[src/rtl/matrix_operand_dispatcher_pkg.sv]
// Shared state encoding, element width and flat-matrix slice helpers for the operand dispatcher.
package matrix_operand_dispatcher_pkg;

    localparam int ELEM_WORD = 32;

    typedef enum logic [2:0] {
        ST_IDLE     = 3'd0,
        ST_ISSUE    = 3'd1,
        ST_WAIT_RES = 3'd2,
        ST_NEXT     = 3'd3,
        ST_FINISH   = 3'd4
    } state_t;

    // Bit offset of element [row][col] in a row-major flattened n x n matrix of w-bit words.
    function automatic int unsigned flat_base(input int unsigned row, input int unsigned col,
                                              input int unsigned n, input int unsigned w);
        return w * (row * n + col);
    endfunction

    function automatic int unsigned idx_width(input int unsigned n);
        return (n > 1) ? $clog2(n) : 1;
    endfunction

endpackage

[src/rtl/matrix_operand_dispatcher_operand_slicer.sv]
// Combinational: row i of A and column j of B out of the flat matrices; zero latency, no flow control.
module matrix_operand_dispatcher_operand_slicer
    import matrix_operand_dispatcher_pkg::*;
#(
    parameter int N    = 4,
    parameter int WORD = ELEM_WORD,
    parameter int IW   = 2
) (
    input  logic [IW-1:0]       i,
    input  logic [IW-1:0]       j,
    input  logic [WORD*N*N-1:0] a_flat,
    input  logic [WORD*N*N-1:0] b_flat,
    output logic [WORD*N-1:0]   row,
    output logic [WORD*N-1:0]   col
);

    always_comb begin
        row = '0;
        col = '0;
        for (int k = 0; k < N; k++) begin
            row[WORD*k +: WORD] = a_flat[flat_base(32'(i), k, N, WORD) +: WORD];
            col[WORD*k +: WORD] = b_flat[flat_base(k, 32'(j), N, WORD) +: WORD];
        end
    end

endmodule

[src/rtl/matrix_operand_dispatcher.sv]
// Strobe/ack initiator computing C = A*B element by element; start->stb 1 clk, >= 4 clk per element.
// Stalls on acks/res_stb indefinitely unless DISPATCH_TIMEOUT_EN adds a per-element watchdog (err).
module matrix_operand_dispatcher
    import matrix_operand_dispatcher_pkg::*;
#(
    parameter int N              = 4,
    parameter int WORD           = ELEM_WORD,
    parameter int TIMEOUT_CYCLES = 1024
) (
    input  logic                clk,
    input  logic                rst,
    input  logic                start,
    input  logic [WORD*N*N-1:0] a_flat,
    input  logic [WORD*N*N-1:0] b_flat,
    output logic [WORD*N-1:0]   row_data,
    output logic                row_stb,
    input  logic                row_ack,
    output logic [WORD*N-1:0]   col_data,
    output logic                col_stb,
    input  logic                col_ack,
    input  logic [WORD-1:0]     res_data,
    input  logic                res_stb,
    output logic                res_ack,
    output logic [WORD*N*N-1:0] c_flat,
    output logic                busy,
    output logic                done,
    output logic                err
);

    localparam int IW = idx_width(N);

    if (N < 1 || TIMEOUT_CYCLES < 1) begin : g_param_check
        $error("matrix_operand_dispatcher: N and TIMEOUT_CYCLES must be >= 1");
    end

    state_t              state, state_nxt;
    logic [IW-1:0]       i, j, i_nxt, j_nxt;
    logic [IW-1:0]       adv_i, adv_j, sel_i, sel_j;
    logic                last;
    logic [31:0]         elem_base;
    logic                row_stb_nxt, col_stb_nxt, res_ack_nxt, err_nxt;
    logic [WORD*N-1:0]   row_data_nxt, col_data_nxt, slice_row, slice_col;
    logic [WORD*N*N-1:0] c_flat_nxt;

`ifdef DISPATCH_TIMEOUT_EN
    localparam int TW = $clog2(TIMEOUT_CYCLES + 1);
    logic [TW-1:0] tmo, tmo_nxt;
`endif

    // Slicer looks at the indices about to be latched, so operands and indices update together.
    always_comb begin
        last      = (i == IW'(N - 1)) && (j == IW'(N - 1));
        adv_j     = (j == IW'(N - 1)) ? '0 : j + IW'(1);
        adv_i     = (j == IW'(N - 1)) ? ((i == IW'(N - 1)) ? '0 : i + IW'(1)) : i;
        sel_i     = (state == ST_IDLE) ? '0 : adv_i;
        sel_j     = (state == ST_IDLE) ? '0 : adv_j;
        elem_base = flat_base(32'(i), 32'(j), N, WORD);
    end

    matrix_operand_dispatcher_operand_slicer #(
        .N    (N),
        .WORD (WORD),
        .IW   (IW)
    ) u_slicer (
        .i      (sel_i),
        .j      (sel_j),
        .a_flat (a_flat),
        .b_flat (b_flat),
        .row    (slice_row),
        .col    (slice_col)
    );

    always_comb begin
        state_nxt    = state;
        i_nxt        = i;
        j_nxt        = j;
        row_stb_nxt  = row_stb;
        col_stb_nxt  = col_stb;
        res_ack_nxt  = res_ack;
        row_data_nxt = row_data;
        col_data_nxt = col_data;
        c_flat_nxt   = c_flat;
        err_nxt      = err;
`ifdef DISPATCH_TIMEOUT_EN
        tmo_nxt      = '0;
`endif
        case (state)
            ST_IDLE: begin
                if (start) begin
                    i_nxt        = '0;
                    j_nxt        = '0;
                    row_data_nxt = slice_row;
                    col_data_nxt = slice_col;
                    c_flat_nxt   = '0;
                    row_stb_nxt  = 1'b1;
                    col_stb_nxt  = 1'b1;
                    res_ack_nxt  = 1'b1;
                    err_nxt      = 1'b0;
                    state_nxt    = ST_ISSUE;
                end
            end
            ST_ISSUE: begin
                if (row_ack) row_stb_nxt = 1'b0;
                if (col_ack) col_stb_nxt = 1'b0;
                if ((row_ack || !row_stb) && (col_ack || !col_stb)) state_nxt = ST_WAIT_RES;
            end
            ST_WAIT_RES: begin
                if (res_stb) begin
                    c_flat_nxt[elem_base +: WORD] = res_data;
                    res_ack_nxt = 1'b0;
                    state_nxt   = ST_NEXT;
                end
            end
            ST_NEXT: begin
                // A still-high res_stb belongs to the element just stored; wait it out.
                if (!res_stb) begin
                    if (last) begin
                        i_nxt     = '0;
                        j_nxt     = '0;
                        state_nxt = ST_FINISH;
                    end else begin
                        i_nxt        = adv_i;
                        j_nxt        = adv_j;
                        row_data_nxt = slice_row;
                        col_data_nxt = slice_col;
                        row_stb_nxt  = 1'b1;
                        col_stb_nxt  = 1'b1;
                        res_ack_nxt  = 1'b1;
                        state_nxt    = ST_ISSUE;
                    end
                end
            end
            ST_FINISH: state_nxt = ST_IDLE;
            default:   state_nxt = ST_IDLE;
        endcase
`ifdef DISPATCH_TIMEOUT_EN
        if (state == ST_ISSUE || state == ST_WAIT_RES) begin
            if (state == ST_WAIT_RES && res_stb) begin
                tmo_nxt = '0;
            end else if (tmo == TW'(TIMEOUT_CYCLES - 1)) begin
                row_stb_nxt = 1'b0;
                col_stb_nxt = 1'b0;
                res_ack_nxt = 1'b0;
                err_nxt     = 1'b1;
                i_nxt       = '0;
                j_nxt       = '0;
                state_nxt   = ST_FINISH;
            end else begin
                tmo_nxt = tmo + TW'(1);
            end
        end
`endif
    end

    always_ff @(posedge clk or negedge rst) begin
        if (!rst) begin
            state    <= ST_IDLE;
            i        <= '0;
            j        <= '0;
            row_stb  <= 1'b0;
            col_stb  <= 1'b0;
            res_ack  <= 1'b0;
            row_data <= '0;
            col_data <= '0;
            c_flat   <= '0;
            err      <= 1'b0;
        end else begin
            state    <= state_nxt;
            i        <= i_nxt;
            j        <= j_nxt;
            row_stb  <= row_stb_nxt;
            col_stb  <= col_stb_nxt;
            res_ack  <= res_ack_nxt;
            row_data <= row_data_nxt;
            col_data <= col_data_nxt;
            c_flat   <= c_flat_nxt;
            err      <= err_nxt;
        end
    end

`ifdef DISPATCH_TIMEOUT_EN
    always_ff @(posedge clk or negedge rst) begin
        if (!rst) tmo <= '0;
        else      tmo <= tmo_nxt;
    end
`endif

    assign busy = (state != ST_IDLE);
    assign done = (state == ST_FINISH);

endmodule
[config.mk]
export PLATFORM = sky130hd
export DESIGN_NAME = matrix_operand_dispatcher
export DESIGN_NICKNAME = d
export VERILOG_FILES = /design/src/rtl/matrix_operand_dispatcher_pkg.sv /design/src/rtl/matrix_operand_dispatcher_operand_slicer.sv /design/src/rtl/matrix_operand_dispatcher.sv
export SDC_FILE = /design/constraint.sdc
export NUM_CORES = 2
export LEC_CHECK = 0
export ABC_AREA = 0
export BUFFER_PORTS_ARGS = -buffer_cell sky130_fd_sc_hd__buf_2
export CAP_MARGIN = 0
export CELL_PAD_IN_SITES_DETAIL_PLACEMENT = 2
export CELL_PAD_IN_SITES_GLOBAL_PLACEMENT = 2
export CORE_AREA = 3 3 719 721
export DETAILED_ROUTE_END_ITERATION = 8
export DIE_AREA = 0 0 722 724
export GPL_ROUTABILITY_DRIVEN = 0
export MAX_ROUTING_LAYER = met4
export PLACE_DENSITY = 0.32
export SLEW_MARGIN = 20
export SYNTH_ARGS = -nofsm -noshare
export SYNTH_HDL_FRONTEND = slang
export SYNTH_SLANG_ARGS = --single-unit
[constraint.sdc]
create_clock -name clk -period 3.9 [get_ports clk]
set_input_delay 0.78 -clock clk [delete_from_list [all_inputs] [get_ports clk]]
set_output_delay 0.78 -clock clk [all_outputs]
set_load 0.02 [all_outputs]
# After elaboration in Yosys (flattened, before gate mapping)
# Index checks and enable logic that the tools add are counted.
totals:
  regBits: 778
  input_bits: 1062
  out_inout_bits: 774
  elab_cells: 100
classes:
  addsub: 10
  n_eq_ne: 13
  shift: 10
  muxes: 39
  reduce_logical: 19
ops:
  columns: ["op", "n"]
  rows:
  - ["$shiftx 512x33->32", 6]
  - ["$mux 512", 2]
  - ["$pmux 512 s2", 1]
  - ["$mux 128", 6]
  - ["$bwmux 512", 1]
  - ["$pmux 128 s2", 2]
  - ["$shift 32x34->512 const A", 1]
  - ["$shiftx 32x34->512", 1]
  - ["$shiftx 512x10->32", 1]
  - ["$shiftx 512x8->32", 1]
  - ["$neg 10->34", 1]
  - ["$mux 2", 10]
  - ["$mux 3", 5]
  - ["$reduce_and 5->1", 3]
  - ["$ne 2x2->1 const B", 7]
  - ["$pmux 3 s4", 1]
  - ["$add 4x2->5 const A", 2]
  - ["$add 4x2->5 const B", 2]
  - ["$pmux 1 s3", 3]
  - ["$reduce_bool 3->1", 3]
  - ["$pmux 2 s2", 2]
  - ["$reduce_and 4->1", 2]
  - ["$eq 3x2->1 const B", 2]
  - ["$mux 1", 6]
  - ["other kinds (13)", 20]

# Longest topological paths before layout
logic_depth:
  word_depth: 9
  depth_mapped: 12
  depth_no_buf: 6

# Modules after synthesis
# A second synthesis with hierarchy kept.
hier_totals:
  cells_unflattened: 2318
  hier_area_um2: 35988.3
by_module_without_submodules:
  columns: ["module", "n_inst", "cells_per_inst", "area_each_um2", "seq_area_each_um2"]
  rows:
  - ["matrix_operand_dispatcher", 1, 2006, 29594.6, 19468.7]
  - ["matrix_operand_dispatcher_operand_slicer", 1, 312, 6393.6, 0.0]

# Least setup slack after synthesis
# OpenSTA, ideal clock, no wires.
synth_timing:
  path_kind: "flip-flop to flip-flop"
  from: "register i[0]"
  to: "register row_data[0]"
  setup_ps: 82
  t_arrival_ps: 2997
  t_required_ps: 3818
  path_slack_ps: 821
  path_stages_with_launch: 13
  path_buffers: 6
  period_less_slack_ps: 3079
  cell_sequence: "dfrtp_1 > buf_2 > buf_2 > clkbuf_1 > clkbuf_1 > inv_1 > ha_1 > or4b_2 > a21oi_1 > buf_2 > buf_2 > a22oi_1 > a31oi_1"
synth_via:
  elab_chain_len: 8
  elab_cells_between_ends: 13
  cone_classes: "add/sub: 1; eq/ne: 2; shift: 1; mux: 7; reduce/logical: 2"
synth_lines:
  columns: ["item", "line", "text"]
  rows:
  - ["start, declared", "matrix_operand_dispatcher.sv:37", "logic [IW-1:0] i, j, i_nxt, j_nxt;"]
  - ["start signal, assigned", "matrix_operand_dispatcher.sv:169", "i <= i_nxt;"]
  - ["$add 2x1->2 or $eq 2x2->1 (tied branches)", "matrix_operand_dispatcher.sv:54, matrix_operand_dispatcher.sv:52", null]
  - ["$mux 2 (2 in a row)", "matrix_operand_dispatcher.sv:54", "adv_i = (j == IW'(N - 1)) ? ((i == IW'(N - 1)) ? '0 : i + IW'(1)) : i;"]
  - ["$mux 2", "matrix_operand_dispatcher.sv:55", "sel_i = (state == ST_IDLE) ? '0 : adv_i;"]
  - ["$shiftx 512x10->32", "matrix_operand_dispatcher_operand_slicer.sv:21", "row[WORD*k +: WORD] = a_flat[flat_base(32'(i), k, N, WORD) +: WORD];"]
  - ["$mux 128", "matrix_operand_dispatcher.sv:117", "if (last) begin"]
  - ["$mux 128", "matrix_operand_dispatcher.sv:116", "if (!res_stb) begin"]
  - ["$pmux 128 s2", "matrix_operand_dispatcher.sv:87", "case (state)"]
  - ["end signal, assigned", "matrix_operand_dispatcher.sv:174", "row_data <= row_data_nxt;"]
  - ["end, declared", "matrix_operand_dispatcher.sv:15", "output logic [WORD*N-1:0] row_data,"]
# Parallel ways exist; a longest one is shown, timed or not. The select of a mux whose other input is x is not followed.
# A chain may end at the register's enable or synchronous reset.

# Worst setup path in the final report
layout_timing:
  from: "register state[1]"
  to: "output port busy"
layout_via:
  elab_chain_len: 1
layout_lines:
  columns: ["item", "line", "text"]
  rows:
  - ["start, declared", "matrix_operand_dispatcher.sv:36", "state_t state, state_nxt;"]
  - ["start signal, assigned", "matrix_operand_dispatcher.sv:168", "state <= state_nxt;"]
  - ["$reduce_bool 3->1", "matrix_operand_dispatcher.sv:188", "assign busy = (state != ST_IDLE);"]
  - ["end, declared", "matrix_operand_dispatcher.sv:25", "output logic busy,"]
# No other way between the ends.

==> results.ini <==
[synth]
syn_inst=3588
synth_top_family_by_area=compound AO/OA/AOI/OAI gates
synth_compound_area_share_pct=25.5
avgSynthCellArea_um2=10.5
synthMuxAreaShare_pct=7.33
synth_xor_area_share_pct=0.0233
synth_edf_count=0
seq_area_frac_synth_pct=51.8
synth_fa_ha_area_share_pct=0.167
synthSimpleGateAreaFrac_pct=10.3
synthDistinctLibCells=55
synth-async-reset-ratio_pct=100
synth-main-ff-cell=dfrtp_1
yosys_warnings=0
ys_seq_elements=778
synth_area_mm2=0.0376
syn_nets=4655

[detailed_routing]
drc=0
ant_nets=0
vias=41000
m1WireLength_um=158000
highest_layer=met4
first_pass_iters=5
route.met2.wl_um=198000
wl_met3_um=20400
routedWlPerCell_um=31.3
totalWireLength_um=385000
first_iter_violations=2075
viasPerCell=3.33

[critical_path]
endpoint_kind=output pin
start_kind=flop
cp_max_fo=21
critPathKind=flop to output pin
cp_cell_sequence=nor3_2, buf_4, inv_1, buf_2
crit_arrival_ns=2.57
critPathSlowestCell=dfrtp_1
crit_path_max_incr_delay_ns=0.87
critPathRequiredTime_ns=3.12

[floorplanning]
dieWidth_um=722
die_area_mm2=0.523
initial_core_util_pct=7.34
core_mm2=0.512
rows=263
die_height_um=724
io_pins=1836

[global_route]
antenna_found_initial=293
grt_start_max_net_pins=149
first_global_vias=42800
grt_pass1_wl_um=485000
grt.total_usage_pct=14.4
overflow=0

[layout]
fin_util_pct=11.8
final_layout_size_suffix_gt1_share_pct=44.5
fillers=59700
final_cell_mix=1833 x buf_2, 777 x dfrtp_1, 536 x nand2_1, 292 x a32o_1, 159 x a22o_1
final_common_cell=buf_2
regArea_mm2=0.0195
multi_input_area_mm2=0.0167
nets=6378
syn2layout_area_growth_pct=60.6

[place]
pre_cts_ws_ns=0.589
dp_hpwl_um=310000
port_buffers=1834

[timing]
min_period_ns=3.35
fin_ws_ns=0.553
final-setup-viol-count=0
fin_setup_tns_ns=0
clock_skew_ns=0.117
timing.fmax_mhz=299
worst_pin_slew_ns=1.04
period_share_pct=85.8
rsz0062_at_grt=no
drv_slew=0
slew_headroom_pct=30.8
finalHoldViolCount=0

[job]
maxCapViolCount=0

[cts]
cts_setup_buffers=0
clkSinkCount=778
clock_path_buffers=4
clock_latency_ns=0.92
cts_root_buffer=clkbuf_16
ctsHtreeMaxLevel=3
cts_tree=built
cts_made_buffers=121
cts_resized=0
clk_pin_slew_ns=0.06

[pwr]
vdd.ir_drop.worst_mv=0.358
leakage_nw=26.7
power_density_mw_per_mm2=710

[status]
status=finished clean

[hold_path]
worstHoldPathType=input port to flop

[cell families (layout without fill, tap and decap cells)]
logic type,count (synthesis),in the layout
XOR/XNOR,1,1
flip-flops,778,778
adder cells (fa/ha/maj),5,5
AND/OR/NAND/NOR,881,881
buffers and inverters,463,2274
multiplexers,259,259
other,1,136
AO/OA/AOI/OAI,1200,1200
[what timing repair did]
item,CTS,global route
hold buffers,1,0
endpoints found under the hold margin,16,0
endpoints found under the setup margin,0,0
[synthesized netlist by cell type (4+ instances only)]
master	instances	area share, %
o221ai_1	128	3.0
nand4_1	26	0.43
a22o_1	159	3.7
clkbuf_1	326	3.3
dfrtp_1	778	52
nor2_1	139	1.4
mux2i_1	131	3.5
inv_1	34	0.34
ha_1	5	0.17
a32o_1	292	7.8
o211ai_1	130	2.6
mux2_2	128	3.8
a22oi_1	128	2.6
and3_1	134	2.2
a21oi_1	7	0.093
a31oi_1	143	2.4
nand2_1	539	5.4
and2_1	4	0.067
o2bb2ai_1	36	0.84
nor3_1	7	0.093
buf_2	64	0.85
buf_1	37	0.37
o21a_1	5	0.10
o21ai_0	158	2.1
[through the flow]
step	total power (W)	area, um2	hold slack [ns]	instances
3_3_place_gp	0.0322	55900	0.464	11900
5_1_grt	0.0454	60300	0.178	12300
4_1_cts	0.0444	60000	0.0953	12200
3_5_place_dp	0.0325	56000	0.468	11900
2_1_floorplan	0.0198	37600	0.484	3588
6_report	0.0428	60300	0.259	12300
[power breakdown]
part | total, W | switching (W) | internal, W
logic | 0.0205 | 0.0149 | 0.00559
registers | 0.0110 | 0.00140 | 0.00955
clock network | 0.0113 | 0.00479 | 0.00653
[layer usage]
layer,up-vias,track usage [%]
met4,0,2.41
met2,1621,25.8
met1,21500,16.9
li1,17400,-
met3,496,2.85
met5,-,-
[sequential cells by signal, summed over array words and instances (netlist names)]
name and flops:
res_ack 1, state 3, j 2, i 2, col_data 128, c_flat 512
row_stb 1, row_data 128, col_stb 1
[path summary, 6_finish.rpt]
kind	startpoint	endpoint	slack, ns	depth (start not counted)
setup / recovery	state[1]	busy	0.55	4
min in group asynchronous	rst	c_flat[500]	0.50	2
max in group asynchronous	rst	row_data[25]	1.97	3
hold / removal	b_flat[406]	col_data[118]	0.26	3
hold reg to reg	col_data[117]	col_data[117]	0.48	2
setup reg to reg	j[0]	c_flat[330]	0.60	8
[worst max-delay path, delay by kind of cell (launching register included)]
kind | cells | cell delay (ns)
DFF | 1 | 0.87
buffers and inverters | 3 | 0.67
and+or+nand+nor | 1 | 0.10
[cell type report]
cell class	instances	area share [%]
Multi-Input combinational cell	2347	27.7
Sequential cell	778	32.3
Clock buffer	172	5.80
Tap cell	6757	14.0
Timing Repair Buffer	2028	18.8
Antenna cell	135	0.560
Clock inverter	39	0.701
Inverter	35	0.218
(Power assumes the default switching activity.)
